`config.mk`:
```
export PLATFORM = sky130hd
export DESIGN_NAME = pc_gen
export DESIGN_NICKNAME = d
export VERILOG_FILES = /design/src/rtl/pc_gen.sv
export SDC_FILE = /design/constraint.sdc
export NUM_CORES = 1
export LEC_CHECK = 0
export ABC_CLOCK_PERIOD_IN_PS = 2600
export CAP_MARGIN = 25
export CORE_MARGIN = 2
export CORE_UTILIZATION = 45
export DETAILED_ROUTE_END_ITERATION = 10
export GPL_ROUTABILITY_DRIVEN = 0
export HOLD_SLACK_MARGIN = 0.06
export PLACE_DENSITY = 0.71
export SYNTH_ARGS = -nofsm -noshare
export SYNTH_HDL_FRONTEND = slang
export SYNTH_SLANG_ARGS = --single-unit
```
`constraint.sdc`:
```
create_clock -name clk -period 2.6 [get_ports clk]
set_input_delay 0.26 -clock clk [delete_from_list [all_inputs] [get_ports clk]]
set_output_delay 0.26 -clock clk [all_outputs]
set_load 0.02 [all_outputs]
```
`src/rtl/pc_gen.sv`:
```
// Fetch-stage PC generator: increment, redirect, exception vectoring, stall-buffered redirect, EPC capture.
// Redirects show on address one cycle later. A redirect taken during hold waits in a buffer until hold releases.
module pc_gen #(
   parameter int          WIDTH      = 32,
   parameter logic [31:0] RESET_VEC  = 32'h0000_0000,
   parameter logic [31:0] EXC_VEC    = 32'h8000_0180,
   parameter int          STEP       = 4,
   parameter int          ALIGN_BITS = 2
) (
   input  logic             clk,
   input  logic             rst,
   input  logic             hold,
   input  logic             redirect,
   input  logic [WIDTH-1:0] target,
   input  logic             exception,
   output logic [WIDTH-1:0] address,
   output logic [WIDTH-1:0] pc_plus_step,
   output logic [WIDTH-1:0] epc,
   output logic             pending,
   output logic             misaligned
);

   localparam logic [WIDTH-1:0] RESET_PC   = WIDTH'(RESET_VEC);
   localparam logic [WIDTH-1:0] EXC_PC     = WIDTH'(EXC_VEC);
   localparam logic [WIDTH-1:0] STEP_W     = WIDTH'(STEP);
   // All-ones when ALIGN_BITS is 0, so no bits are masked and nothing is ever flagged.
   localparam logic [WIDTH-1:0] ALIGN_MASK = ~(WIDTH'((64'd1 << ALIGN_BITS) - 64'd1));

   logic [WIDTH-1:0] addr_q, addr_d;
   logic [WIDTH-1:0] epc_q, epc_d;
   logic [WIDTH-1:0] pend_tgt_q, pend_tgt_d;
   logic             pend_q, pend_d;
   logic             mis_q, mis_d;
   logic [WIDTH-1:0] tgt_aligned;
   logic             tgt_misaligned;

   assign tgt_aligned    = target & ALIGN_MASK;
   assign tgt_misaligned = (target & ~ALIGN_MASK) != '0;

   always_comb begin
      addr_d     = addr_q;
      epc_d      = epc_q;
      pend_tgt_d = pend_tgt_q;
      pend_d     = pend_q;
      mis_d      = redirect && tgt_misaligned && !exception;
      if (exception) begin
         addr_d = EXC_PC;
         epc_d  = addr_q;
         pend_d = 1'b0;
      end else if (hold) begin
         if (redirect) begin
            pend_tgt_d = tgt_aligned;
            pend_d     = 1'b1;
         end
      end else if (redirect) begin
         addr_d = tgt_aligned;
         pend_d = 1'b0;
      end else if (pend_q) begin
         addr_d = pend_tgt_q;
         pend_d = 1'b0;
      end else begin
         addr_d = addr_q + STEP_W;
      end
   end

   always_ff @(posedge clk) begin
      if (rst) begin
         addr_q     <= RESET_PC;
         epc_q      <= '0;
         pend_tgt_q <= '0;
         pend_q     <= 1'b0;
         mis_q      <= 1'b0;
      end else begin
         addr_q     <= addr_d;
         epc_q      <= epc_d;
         pend_tgt_q <= pend_tgt_d;
         pend_q     <= pend_d;
         mis_q      <= mis_d;
      end
   end

   assign address      = addr_q;
   assign pc_plus_step = addr_q + STEP_W;
   assign epc          = epc_q;
   assign pending      = pend_q;
   assign misaligned   = mis_q;

endmodule

```
==> metrics.csv <==
stage;metric;value;unit
run_status;status;finished clean;
global_route;track_usage;0.269;
clocking;cts_max_level;3;
min_path;hp-class;in -> reg;
synthesis;netlist.area_leader.share;0.382;
setup_path;path_cells;buf_4, and4_2, nand4_1, xnor2_1, clkdlybuf4s50_1;
route;dr.pass1.iters;5;
setup_path;slowest_delay;630;ps
clocking;clock-sinks;96;
timing;fin_setup_tns;0;ps
timing;min_period;2520;ps
setup_path;path_max_fanout;7;
synthesis;syn-num-nets;652;
route;vias;5285;
synthesis;synth_seq_cells;96;
setup_path;critPathKind;reg -> out;
final_layout;nNetsFinal;804;
clocking;clk_latency;370;ps
global_route;grt_overflow;0;
global_route;grt_pass1_wl;25.1;mm
synthesis;synth-main-ff-cell;dfxtp_1;
route;drc_errors;0;
timing;finalMaxSlewViolations;0;
global_route;grt_max_degree;53;
global_route;grt.busiest_layer;met2;
synthesis;synthCells;614;
route;vias_per_cell;5.80;
clocking;cts_tree;built;
synthesis;synthDistinctLibCells;60;
die;coreArea;10900;µm²
die;num_rows;38;
setup_path;cp.arrival;2260;ps
final_layout;final_cell_mix;109 x clkdlybuf4s50_1, 97 x nand2_1, 96 x dfxtp_1;
final_layout;final_cells;911;
die;die_w;110;µm
synthesis;seq_area_frac_synth;0.382;
clocking;clk_path_buf_depth;2;
timing;max_freq;0.397;GHz
placement;portBuffers;134;
global_route;use_met1;0.361;
global_route;gr-usage-met3;0.0528;
final_layout;drive_gt1_frac;0.147;
global_route;first_global_vias;4842;
clocking;cts_inserted_buffers;9;
timing;setup_viol_count_final;0;
global_route;use_met2;0.429;
die;chipHeight;110;µm
final_layout;final_common_cell;clkdlybuf4s50_1;
synthesis;async_flop_share;0;
clocking;root_buffer;clkbuf_8;
final_layout;diodes;0;
synthesis;synth_edf_count;0;
timing;worst_pin_slew;656;ps
setup_path;crit_required;2340;ps
final_layout;synthToLayoutAreaGrowth;39.1;%
synthesis;synth_area_leaders;dfxtp_1 38%, mux2i_1 7.6%, nand2_1 7.2%, a21oi_1 4.6%, nor2_1 3.4%;
global_route;antenna_found_initial;0;
placement;place_inst;878;
power;irDropWorstVdd;0.000250;V
die;ios;135;
timing;hold_viol;0;
power;power_density;425;nW/µm²
power;p_leak;2.91;nW
route;totalWireLength;16.0;mm
synthesis;syn_avg_cell_area;8.19;µm²
setup_path;critPathCaptureType;primary output;
timing;holdWs;263;ps
route;drt_first_iter_violations;390;
power;p_total;2.97;mW
timing;slew_headroom;0.561;
route;ant_nets;0;
route;routedWlPerCell;17.5;µm
timing;fin_crit_sh;0.968;
die;initial_utilization;0.462;
clocking;clkSlewWorstSetupHoldPaths;100;ps
die;die_area;12000;µm²
placement;dp_hpwl;11.2;mm
synthesis;yosys.area.top_type;dfxtp_1;
run;cap_viol_max_count;0;
setup_path;worstSetupStartpointType;flop;
timing;fin_skew;15.5;ps
synthesis;synth_area;5030;µm²
final_layout;nFillCells;982;
synthesis;yosys_warnings;0;
setup_path;cp_slowest_cell;clkdlybuf4s50_1;
cell usage after synthesis, drive strengths merged (14+ instances only):
master and instances:
nand2 97, dfxtp 96, nor2 47, a21oi 46, buf 38, mux2i 38, clkbuf 27, nand3 25
xnor2 19, nor3 17, nand4 14, nor4 14
where the power goes:
group / switching, mW / internal, mW / total [mW]
combinational: 0.280 / 0.224 / 0.504
clock: 0.551 / 0.372 / 0.922
sequential: 0.0332 / 1.51 / 1.54
total: 0.864 / 2.11 / 2.97
critical path: cells and delay by family, from the launching register on:
kind	cells	cell delay, ps
buffers and inverters	2	770
AND/OR/NAND/NOR	2	580
flip-flops	1	350
XOR/XNOR	1	190
path summary, 6_finish.rpt:
| check | start | slack [ps] | depth (start not counted) | to |
|---|---|---|---|---|
| worst max-delay path | address[3] | 80 | 5 | pc_plus_step[9] |
| worst min register to register | pend_tgt_q[25] | 460 | 2 | pend_tgt_q[25] |
| worst min-delay path | exception | 260 | 3 | address[31] |
| worst max register to register | address[2] | 640 | 8 | address[24] |
area by class of cell:
cell class                 instances  area (µm²)  area share
sequential                        96        1920       0.275
tap                              140         175      0.0250
clock inverter                     5        32.5     0.00465
inverter                           7        26.3     0.00376
clock buffer                      11         141      0.0202
timing repair buffer             206        1870       0.267
multi-input combinational        446        2830       0.405
sequential cells by signal, summed over array words and instances (netlist names):
register / cells
pend_tgt_q: 30
misaligned: 1
pending: 1
epc: 32
address: 32
per-stage QoR:
step | cell area [µm²] | setup slack, ps | util
global placement | 6650 | 191 | 0.611
finish | 6990 | 83.8 | 0.642
global route | 6990 | -21.7 | 0.642
detailed placement | 6650 | 146 | 0.611
CTS | 6930 | 0.177 | 0.636
floorplan | 5030 | 367 | -
timing repair:
action | CTS | global route
resized for setup | 24 | 18
hold buffers | 0 | 0
pin swaps | 3 | 2
buffers inserted | 10 | 7
cloned | 0 | 0
setup endpoints to repair | 21 | 15
logic make-up (layout without fill, tap and decap cells):
logic type | after synthesis | in the layout | share of synthesized area
flops | 96 | 96 | 0.382
xor+xnor | 27 | 27 | 0.0470
simple gates | 249 | 249 | 0.252
fa+ha+maj | 1 | 1 | 0.00249
buf+inv | 72 | 229 | 0.0659
mux | 38 | 38 | 0.0756
compound gates | 131 | 131 | 0.174
metal layers:
| layer | vias up | wire [µm] |
|---|---|---|
| met2 | 266 | 7600 |
| met4 | 0 | 289 |
| met1 | 2502 | 6850 |
| met3 | 27 | 1240 |
| li1 | 2490 | - |
| met5 | - | 0 |
(Power assumes the default switching activity.)
